[src/rtl/keypad_scancode_decoder_if.sv]
// ============================================================================
// Module   : keypad_scancode_decoder_if
// Brief    : Byte-stream in / held-key flags out bundle for the keypad decoder.
// Revision : 1.0  initial release
// ============================================================================
`default_nettype none

interface keypad_scancode_decoder_if;
  logic [7:0] din;
  logic       dinValid;
  logic       key2IsPressed;
  logic       key4IsPressed;
  logic       key6IsPressed;
  logic       key8IsPressed;
  logic       keyEnterIsPressed;
  logic       keyPressPulse;

  // master = byte source / flag consumer side, slave = the decoder
  modport master (
    output din,
    output dinValid,
    input  key2IsPressed,
    input  key4IsPressed,
    input  key6IsPressed,
    input  key8IsPressed,
    input  keyEnterIsPressed,
    input  keyPressPulse
  );

  modport slave (
    input  din,
    input  dinValid,
    output key2IsPressed,
    output key4IsPressed,
    output key6IsPressed,
    output key8IsPressed,
    output keyEnterIsPressed,
    output keyPressPulse
  );
endinterface

`default_nettype wire

[src/rtl/keypad_scancode_decoder.sv]
// ============================================================================
// Module   : keypad_scancode_decoder
// Brief    : PS/2 set-2 scan codes -> held flags for KP 2/4/6/8/Enter + press pulse.
// Revision : 1.0  initial release
// ============================================================================
`default_nettype none

module keypad_scancode_decoder #(
  parameter int PREFIX_TIMEOUT = 2_500_000
) (
  input  wire logic                    clk,
  input  wire logic                    resetN,
  keypad_scancode_decoder_if.slave     bus
);

  localparam int CNT_W = $clog2(PREFIX_TIMEOUT) + 1;

  localparam logic [1:0] c_IDLE    = 2'd0;
  localparam logic [1:0] c_EXT     = 2'd1;
  localparam logic [1:0] c_BRK     = 2'd2;
  localparam logic [1:0] c_EXT_BRK = 2'd3;

  localparam logic [CNT_W-1:0] c_EXPIRE = CNT_W'(PREFIX_TIMEOUT - 1);

  localparam logic [7:0] c_CODE_EXT   = 8'hE0;
  localparam logic [7:0] c_CODE_BRK   = 8'hF0;
  localparam logic [7:0] c_CODE_KP2   = 8'h72;
  localparam logic [7:0] c_CODE_KP4   = 8'h6B;
  localparam logic [7:0] c_CODE_KP6   = 8'h74;
  localparam logic [7:0] c_CODE_KP8   = 8'h75;
  localparam logic [7:0] c_CODE_ENTER = 8'h5A;

  // flag bit order: [0]=2, [1]=4, [2]=6, [3]=8, [4]=Enter
  logic [1:0]       r_state;
  logic [1:0]       w_nextState;
  logic [CNT_W-1:0] r_timeoutCnt;
  logic [4:0]       r_flags;
  logic             r_pulse;

  logic             w_expired;
  logic             w_isPrefix;
  logic             w_isBreakSeq;
  logic [4:0]       w_keyHit;
  logic [4:0]       w_setMask;
  logic [4:0]       w_clrMask;
  logic             w_pulseNext;

  assign w_expired    = (r_state != c_IDLE) && (r_timeoutCnt == c_EXPIRE);
  assign w_isPrefix   = (bus.din == c_CODE_EXT) || (bus.din == c_CODE_BRK);
  assign w_isBreakSeq = (r_state == c_BRK) || (r_state == c_EXT_BRK);

  // State register
  always_ff @(posedge clk or negedge resetN) begin
    if (!resetN) begin
      r_state <= c_IDLE;
    end else begin
      r_state <= w_nextState;
    end
  end

  // Next-state logic; a byte arriving on the expiry cycle takes precedence
  always_comb begin
    w_nextState = r_state;
    if (bus.dinValid) begin
      if (bus.din == c_CODE_EXT) begin
        w_nextState = c_EXT;
      end else if (bus.din == c_CODE_BRK) begin
        if ((r_state == c_EXT) || (r_state == c_EXT_BRK)) begin
          w_nextState = c_EXT_BRK;
        end else begin
          w_nextState = c_BRK;
        end
      end else begin
        w_nextState = c_IDLE;
      end
    end else if (w_expired) begin
      w_nextState = c_IDLE;
    end
  end

  // Prefix timeout counter: saturating, parked at zero while idle
  always_ff @(posedge clk or negedge resetN) begin
    if (!resetN) begin
      r_timeoutCnt <= '0;
    end else if (bus.dinValid || (r_state == c_IDLE)) begin
      r_timeoutCnt <= '0;
    end else if (r_timeoutCnt != c_EXPIRE) begin
      r_timeoutCnt <= r_timeoutCnt + 1'b1;
    end
  end

  // Output logic: which flag a completed data byte sets or clears
  always_comb begin
    w_keyHit = 5'b00000;
    case (bus.din)
      c_CODE_KP2:   w_keyHit = 5'b00001;
      c_CODE_KP4:   w_keyHit = 5'b00010;
      c_CODE_KP6:   w_keyHit = 5'b00100;
      c_CODE_KP8:   w_keyHit = 5'b01000;
      c_CODE_ENTER: w_keyHit = 5'b10000;
      default:      w_keyHit = 5'b00000;
    endcase

    w_setMask = 5'b00000;
    w_clrMask = 5'b00000;
    if (bus.dinValid && !w_isPrefix) begin
      if (w_isBreakSeq) begin
        w_clrMask = w_keyHit;
      end else begin
        w_setMask = w_keyHit;
      end
    end
    // typematic repeats find the flag already set and stay silent
    w_pulseNext = |(w_setMask & ~r_flags);
  end

  always_ff @(posedge clk or negedge resetN) begin
    if (!resetN) begin
      r_flags <= 5'b00000;
      r_pulse <= 1'b0;
    end else begin
      r_flags <= (r_flags & ~w_clrMask) | w_setMask;
      r_pulse <= w_pulseNext;
    end
  end

  assign bus.key2IsPressed     = r_flags[0];
  assign bus.key4IsPressed     = r_flags[1];
  assign bus.key6IsPressed     = r_flags[2];
  assign bus.key8IsPressed     = r_flags[3];
  assign bus.keyEnterIsPressed = r_flags[4];
  assign bus.keyPressPulse     = r_pulse;

endmodule

`default_nettype wire

[src/flat_wrapper.sv]
// flat-port wrapper written by rule: the top's interface ports become plain ports
module keypad_scancode_decoder_flat 
#(
  parameter int PREFIX_TIMEOUT = 2_500_000
)
  (clk, resetN, bus_din, bus_dinValid, bus_key2IsPressed, bus_key4IsPressed, bus_key6IsPressed, bus_key8IsPressed, bus_keyEnterIsPressed, bus_keyPressPulse);
  keypad_scancode_decoder_if bus_i ();
  input  wire logic clk;
  input  wire logic resetN;
  input wire logic [$bits(bus_i.din)-1:0] bus_din;
  input wire logic [$bits(bus_i.dinValid)-1:0] bus_dinValid;
  output wire logic [$bits(bus_i.key2IsPressed)-1:0] bus_key2IsPressed;
  output wire logic [$bits(bus_i.key4IsPressed)-1:0] bus_key4IsPressed;
  output wire logic [$bits(bus_i.key6IsPressed)-1:0] bus_key6IsPressed;
  output wire logic [$bits(bus_i.key8IsPressed)-1:0] bus_key8IsPressed;
  output wire logic [$bits(bus_i.keyEnterIsPressed)-1:0] bus_keyEnterIsPressed;
  output wire logic [$bits(bus_i.keyPressPulse)-1:0] bus_keyPressPulse;
  assign bus_i.din = bus_din;
  assign bus_i.dinValid = bus_dinValid;
  assign bus_key2IsPressed = bus_i.key2IsPressed;
  assign bus_key4IsPressed = bus_i.key4IsPressed;
  assign bus_key6IsPressed = bus_i.key6IsPressed;
  assign bus_key8IsPressed = bus_i.key8IsPressed;
  assign bus_keyEnterIsPressed = bus_i.keyEnterIsPressed;
  assign bus_keyPressPulse = bus_i.keyPressPulse;
  keypad_scancode_decoder #(.PREFIX_TIMEOUT(PREFIX_TIMEOUT)) u_core (.clk(clk), .resetN(resetN), .bus(bus_i));
endmodule
[config.mk]
export PLATFORM = sky130hd
export DESIGN_NAME = keypad_scancode_decoder_flat
export DESIGN_NICKNAME = d
export VERILOG_FILES = /design/src/rtl/keypad_scancode_decoder_if.sv /design/src/rtl/keypad_scancode_decoder.sv /design/src/flat_wrapper.sv
export SDC_FILE = /design/constraint.sdc
export NUM_CORES = 1
export LEC_CHECK = 0
export ABC_AREA = 1
export ABC_CLOCK_PERIOD_IN_PS = 2150
export CAP_MARGIN = 20
export CORE_AREA = 10 10 75 77
export CTS_CLUSTER_SIZE = 12
export DETAILED_ROUTE_END_ITERATION = 12
export DIE_AREA = 0 0 85 87
export PLACE_DENSITY = 0.6
export SYNTH_ARGS = -nofsm -noshare
export SYNTH_HDL_FRONTEND = slang
export SYNTH_SLANG_ARGS = --single-unit
export TNS_END_PERCENT = 30
[constraint.sdc]
create_clock -name clk -period 2.15 [get_ports clk]
set_input_delay 0.3225 -clock clk [delete_from_list [all_inputs] [get_ports clk]]
set_output_delay 0.3225 -clock clk [all_outputs]
set_load 0.01 [all_outputs]
### Word-level counts from Yosys, hierarchy flattened

Cells that the tools add are included.

| word-level totals | value |
|---|---|
| memories | 0 |
| register bits after elaboration | 31 |
| ROM bits | 0 |
| bits in writable memories | 0 |
| bits of input ports | 11 |
| word-level logic and storage cells | 46 |
| output and inout port bits | 6 |
| bits in latches | 0 |

| operators by class | value |
|---|---|
| order comparisons | 0 |
| multiply operators | 0 |
| bitwise gates (word level) | 5 |
| shifts and indexed selects | 0 |
| mux-type cells | 12 |
| reductions and logical operators | 12 |
| div/mod/pow operators | 0 |
| equal/unequal tests | 12 |
| add/sub/neg operators | 1 |

Operator list:

| kind | number |
|---|---|
| $mux W23 | 2 |
| $eq A8 B7 Y1 const B | 5 |
| $pmux W5 S5 | 1 |
| $add A23 B1 Y23 const B | 1 |
| $eq A23 B22 Y1 const B | 1 |
| $ne A23 B22 Y1 const B | 1 |
| $mux W5 | 4 |
| $eq A8 B8 Y1 const B | 2 |
| $and A5 B5 Y5 | 2 |
| $not A5 Y5 | 2 |
| $mux W2 | 4 |
| $reduce_bool A2 Y1 | 3 |
| $or A5 B5 Y5 | 1 |
| $reduce_or A5 Y1 | 1 |
| $eq A2 B2 Y1 const B | 2 |
| $logic_or A1 B1 Y1 | 4 |
| $eq A2 B1 Y1 const B | 1 |
| $logic_and A1 B1 Y1 | 2 |
| $logic_not A2 Y1 | 1 |
| $logic_not A1 Y1 | 1 |
| $mux W1 | 1 |

### Longest topological paths before layout

Gate-level depths: netlist (run 1).

| logic depth | value |
|---|---|
| depth after elaboration | 8 |
| mapped depth | 9 |
| mapped depth without buffers | 9 |

### Worst setup path before layout (run 1)

OpenSTA, ideal clock, no wires.

| path | value |
|---|---|
| path type | register to register |
| start point | register u_core.r_timeoutCnt[0] |
| end point | register u_core.r_timeoutCnt[14] |
| period minus slack after synthesis | 1.441 ns |
| stages on the path, launching flop included | 7 |
| required time | 2.019 ns |
| path buffers | 0 |
| setup time | 0.131 ns |
| path slack | 0.709 ns |
| arrival | 1.310 ns |
| cells stage by stage | dfrtp_1 -> ha_1 -> nand3_2 -> nor3_4 -> nand2_2 -> o21ai_0 -> a21oi_1 |

| on the way | value |
|---|---|
| cells in the longest elaborated chain, start to end | 3 |
| elaborated cells on any way between the ends | 5 |
| classes of those cells | add/sub (1); eq/ne (1); mux (2); reduce/logical (1) |

Ends and longest elaborated chain:

| what | line | text |
|---|---|---|
| start, declared | keypad_scancode_decoder.sv:36 | `logic [CNT_W-1:0] r_timeoutCnt;` |
| start signal, assigned | keypad_scancode_decoder.sv:88 | `r_timeoutCnt <= r_timeoutCnt + 1'b1;` |
| $add A23 B1 Y23 | keypad_scancode_decoder.sv:88 |  |
| $mux W23 | keypad_scancode_decoder.sv:87 | `end else if (r_timeoutCnt != c_EXPIRE) begin` |
| $mux W23 | keypad_scancode_decoder.sv:85 | `end else if (bus.dinValid \|\| (r_state == c_IDLE)) begin` |

Several ways; a longest one is shown, not always the timed one. The select of a mux whose other input is x is not followed.
A chain may end at the register's enable or synchronous reset.

### Final worst setup path (run 1)

| path | value |
|---|---|
| start point | register u_core.r_timeoutCnt[0] |
| end point | register u_core.r_timeoutCnt[22] |

The elaborated chain is that of the path after synthesis.

==> flow_metrics.tcl, run 1 <==
set metrics [dict create \
    cp_top_family "simple AND/OR/NAND/NOR gates" \
    switching_power_w 0.000265 \
    netlist_area_mm2 0.00182 \
    vias 1675 \
    start_kind "flip-flop" \
    min_period_ps 1680 \
    p_leak_nw 0.908 \
    worstSetupEndpointType "flip-flop" \
    drv_cap 0 \
    skew_ps 3.50 \
    cts_buffer_depth 2 \
    max_freq_mhz 594 \
    fp.dieArea_mm2 0.00740 \
    ys_ff_latch 31 \
    p_clk_frac 0.394 \
    p_total_w 0.00112 \
    drive_above_1_share 0.0722 \
    final_cell_mix "nand2_1, nor2_1, inv_1" \
    grt_pass1_wl_um 7380 \
    syn_inst 253 \
    wire_per_inst_um 12.4 \
    cts_tree "done" \
    critPathKind "reg -> reg" \
    drt_wl_total_um 4090 \
    tightest_slew_ps 398 \
    combPwrFrac 0.073 \
    path_clk_slew_ps 70 \
    cts_made_buffers 5 \
    crit_arrival_ps 1860 \
    cellInternalPower_w 0.000858 \
    fp.dieW_um 85 \
    status "complete, no violations" \
    clock_latency_ps 280 \
    antenna_found_initial 0 \
    crit_slowest_cell "dfrtp_1" \
    cts_setup_buffers 0 \
    htreeDepth 2 \
    fin_area_mm2 0.00214 \
    portBuffers 16 \
    dpl.hpwl_um 3150 \
    ys_seq_area_frac 0.427 \
    cts_resized 0 \
    final_common_cell "nand2_1" \
    synth.distinct_cells 25 \
    crit_fanout 5 \
    grt_overflow_total 0 \
    grt_use_total 0.120 \
    hold_class "in -> async" \
    fillCellCount 434 \
    hold_viol_final 0 \
    path_common_cell "nor2_1" \
    fin_setup_tns_ps 0 \
    num-nets-final 288 \
    die_y_um 87 \
    avgViaCountPerCell 5.09 \
    drc 0 \
    relSlewSlack 0.735 \
    grt_max_degree 32 \
    synth_warnings 0 \
    path_cells "ha_1 -> nand3_2 -> nor3_4 -> nand2_2 -> inv_2 -> nand3_1 -> nor2_1 -> nor2_1" \
    cp.required_ps 2320 \
    root_buffer "clkbuf_8" \
    report.final.slew_viol_count 0 \
    p_sw_frac 0.236 \
    seq_power_share 0.532 \
    cellPowerDensity_mw_per_mm2 524 \
    clkSinkCount 31 \
    synth_nets 265 \
    ant_nets 0 \
    core_mm2 0.00423 \
    syn2layout_area_growth_pct 18.0 \
    start_util 0.429 \
    syn_avg_cell_area_um2 7.18 \
    placed_area_mm2 0.00206 \
    setup_viol_count_final 0 \
    num_antenna_cells 0 \
    first_pass_iters 4 \
    rsz0062_at_grt "no" \
    hold_buffers 0 \
    gp_congestion 0.793 \
    ios 17 \
    ir_drop_mv 0.225 \
    first_global_vias 1644 \
    finalCritPeriodShare 0.784 \
    crit_path_max_incr_delay_ps 430 \
    drt_first_iter_violations 59 \
    rows 24 \
    cp_num_buf_inv 1 \
]
## Yosys cell counts (all sizes together)
cell type,n,share of area
a21oi,15,0.041
nor2,36,0.080
nand3b,1,0.0041
xnor2,1,0.0048
nand4,18,0.062
buf,3,0.0083
a31oi,3,0.010
nor4,2,0.0069
o21ai,18,0.052
nand2,62,0.13
nor3,10,0.037
xor2,2,0.0096
inv,34,0.070
nand3,16,0.050
dfrtp,31,0.43
ha,1,0.0069
## through the flow
stage	std cells	worst slack [ps]	hold WS (ps)	util
after detailed placement	321	356	474	0.487
after floorplan	253	709	26.9	-
after global placement	321	393	484	0.487
final	329	465	444	0.506
after global routing	329	223	465	0.506
after CTS	329	458	456	0.506
## power by group through the flow
stage / logic [W] / clock network, W / registers [W]
final: 0.0000825 / 0.000443 / 0.000598
after global routing: 0.0000931 / 0.000479 / 0.000598
after CTS: 0.0000846 / 0.000451 / 0.000598
after detailed placement: 0.0000845 / 0 / 0.000608
after global placement: 0.0000835 / 0 / 0.000608
after floorplan: 0.0000237 / 0 / 0.000611
## cell type report
| type | count | area, um^2 | area share |
|---|---|---|---|
| Multi-Input combinational cell | 185 | 898 | 0.419 |
| Tap cell | 52 | 65.1 | 0.0304 |
| Sequential cell | 31 | 776 | 0.362 |
| Inverter | 34 | 128 | 0.0595 |
| Clock buffer | 7 | 76.3 | 0.0356 |
| Timing Repair Buffer | 19 | 195 | 0.0911 |
| Clock inverter | 1 | 5.00 | 0.00234 |
## sequential cells by signal, indices dropped and copies added, names as in the netlist
register	cells
u_core.bus.keyPressPulse	1
u_core.r_state	2
u_core.r_timeoutCnt	23
u_core.r_flags	5
## worst paths after layout
| path | startpoint | end | slack, ps | cells past startpoint |
|---|---|---|---|---|
| worst max-delay path | u_core.r_timeoutCnt[0] | u_core.r_timeoutCnt[22] | 470 | 8 |
| worst min-delay path | resetN | u_core.r_timeoutCnt[11] | 440 | 2 |
| worst max register to register | u_core.r_timeoutCnt[0] | u_core.r_timeoutCnt[22] | 470 | 8 |
| worst min register to register | u_core.r_state[1] | u_core.r_flags[4] | 490 | 1 |
| max in group asynchronous | resetN | u_core.r_timeoutCnt[1] | 1420 | 2 |
| min in group clk | u_core.r_state[1] | u_core.r_flags[4] | 490 | 1 |
## cell families (layout without fill, tap and decap cells)
kind of cell    Yosys count  count (layout)  share of synthesized area
compound gates           36              36                      0.103
xor+xnor                  3               3                     0.0145
fa+ha+maj                 1               1                    0.00689
buf+inv                  37              61                     0.0785
flops                    31              31                      0.427
simple gates            145             145                      0.370
## metal layers
layer	up-vias	wire length, um	part of all wire	global-route usage
li1	888	-	-	-
met1	749	1930	0.47	0.145
met2	27	1890	0.46	0.193
met3	11	162	0.040	0.0346
met4	0	118	0.029	0.0524
met5	-	0	0	0
Power figures use the tool's default switching activity.
==> run 2, diff against run 1 <==
--- a/config.mk
+++ b/config.mk
@@ -6,7 +6,7 @@
 export NUM_CORES = 1
 export LEC_CHECK = 0
 export ABC_AREA = 1
-export ABC_CLOCK_PERIOD_IN_PS = 2150
+export ABC_CLOCK_PERIOD_IN_PS = 1650
 export CAP_MARGIN = 20
 export CORE_AREA = 10 10 75 77
 export CTS_CLUSTER_SIZE = 12
==> constraint.sdc (replaced) <==
create_clock -name clk -period 1.65 [get_ports clk]
set_input_delay 0.2475 -clock clk [delete_from_list [all_inputs] [get_ports clk]]
set_output_delay 0.2475 -clock clk [all_outputs]
set_load 0.01 [all_outputs]
==> flow_metrics.tcl, run 2 (same netlist as run 1, synthesis figures left out) <==
set metrics [dict create \
    first_global_vias 1708 \
    portBuffers 16 \
    crit_slowest_cell "dfrtp_1" \
    finalCritPeriodShare 0.928 \
    gp_congestion 0.809 \
    root_buffer "clkbuf_8" \
    p_clk_frac 0.409 \
    cp.required_ps 1830 \
    switching_power_w 0.000353 \
    clkSinkCount 31 \
    cts_made_buffers 5 \
    worstSetupEndpointType "flip-flop" \
    p_sw_frac 0.234 \
    grt_max_degree 32 \
    drv_cap 0 \
    rows 24 \
    vias 1737 \
    skew_ps 8.41 \
    rsz0062_at_grt "yes" \
    cts_buffer_depth 2 \
    drive_above_1_share 0.128 \
    ir_drop_mv 0.322 \
    ant_nets 0 \
    ios 17 \
    clock_latency_ps 290 \
    first_pass_iters 4 \
    relSlewSlack 0.727 \
    fp.dieArea_mm2 0.00740 \
    grt_overflow_total 0 \
    report.final.slew_viol_count 0 \
    core_mm2 0.00423 \
    start_kind "flip-flop" \
    setup_viol_count_final 0 \
    path_clk_slew_ps 70 \
    final_cell_mix "nand2_1, nor2_1, inv_1" \
    drc 0 \
    seq_power_share 0.517 \
    reg.largest.list "u_core.r_timeoutCnt x23, u_core.r_flags x5, u_core.r_state x2" \
    final_common_cell "nand2_1" \
    cp_top_family "simple AND/OR/NAND/NOR gates" \
    die_y_um 87 \
    p_total_w 0.00151 \
    largest_register_ffs 23 \
    drt_wl_total_um 4360 \
    wire_per_inst_um 12.8 \
    num_antenna_cells 0 \
    antenna_found_initial 0 \
    hold_class "in -> async" \
    cts_tree "done" \
    critPathKind "reg -> reg" \
    cellInternalPower_w 0.00115 \
    tightest_slew_ps 410 \
    hold_slack_ps 349 \
    num-nets-final 301 \
    grt_use_total 0.123 \
    dpl.hpwl_um 3340 \
    status "complete, no violations" \
    avgViaCountPerCell 5.09 \
    max_freq_mhz 653 \
    regMostFlops "u_core.r_timeoutCnt" \
    drt_first_iter_violations 61 \
    cellPowerDensity_mw_per_mm2 663 \
    path_common_cell "nor2_1" \
    crit_path_max_incr_delay_ps 410 \
    hold_viol_final 0 \
    grt_pass1_wl_um 7470 \
    min_period_ps 1530 \
    fp.dieW_um 85 \
    crit_fanout 4 \
    htreeDepth 2 \
    cp_num_buf_inv 1 \
    start_util 0.429 \
    combPwrFrac 0.074 \
    p_leak_nw 0.991 \
    path_cells "ha_4 -> nand3_4 -> nor3_4 -> nand2_2 -> inv_2 -> nand3_1 -> nor2_1 -> nor2_1" \
    crit_arrival_ps 1710 \
    syn2layout_area_growth_pct 25.1 \
    hold_buffers 0 \
]
run 2: power by group through the flow:
| stage | Combinational [W] | Sequential [W] | Clock (W) |
|---|---|---|---|
| after CTS | 0.000115 | 0.000778 | 0.000631 |
| after global routing | 0.000126 | 0.000779 | 0.000657 |
| after detailed placement | 0.000115 | 0.000792 | 0 |
| after global placement | 0.000113 | 0.000793 | 0 |
| after floorplan | 0.0000309 | 0.000796 | 0 |
| final | 0.000112 | 0.000778 | 0.000616 |
run 2: cell type report:
class	instances	area, um^2
inverters	34	128
flip-flops and latches	31	776
fillers	413	1960
multi-input cells	185	932
clock buffers	6	82.6
clock inverters	1	5.00
well taps	52	65.1
repair buffers	32	284
run 2: path summary, 6_finish.rpt:
path | from | end | slack (ps) | depth (start not counted)
hold reg to reg | u_core.r_state[1] | u_core.r_flags[1] | 500 | 1
max in group asynchronous | resetN | u_core.r_timeoutCnt[1] | 990 | 2
hold / removal | resetN | u_core.r_timeoutCnt[15] | 350 | 2
setup / recovery | u_core.r_timeoutCnt[0] | u_core.r_timeoutCnt[22] | 120 | 8
setup reg to reg | u_core.r_timeoutCnt[0] | u_core.r_timeoutCnt[22] | 120 | 8
min in group clk | u_core.r_state[1] | u_core.r_flags[1] | 500 | 1
run 2: repair_timing:
action,in CTS,in global routing
gates resized for setup,0,8
endpoints found under the setup margin,0,7
setup buffers,0,4
run 2: routing by layer:
metal,track usage,wire length [um],part of all wire,up-vias
li1,-,-,-,911
met1,0.131,2050,0.47,785
met2,0.219,2050,0.47,31
met3,0.0300,135,0.031,10
met4,0.0599,124,0.028,0
met5,0,0,0,-
run 2: metrics by stage:
step	setup TNS [ps]	area [um^2]	util	worst slack [ps]	cells
2_1_floorplan	0	1820	-	209	253
3_3_place_gp	-0.762	2120	0.500	-0.762	330
3_5_place_dp	-107	2120	0.500	-68.3	330
4_1_cts	0	2200	0.521	32.9	337
5_1_grt	-23.7	2270	0.537	-23.7	341
6_report	0	2270	0.537	119	341
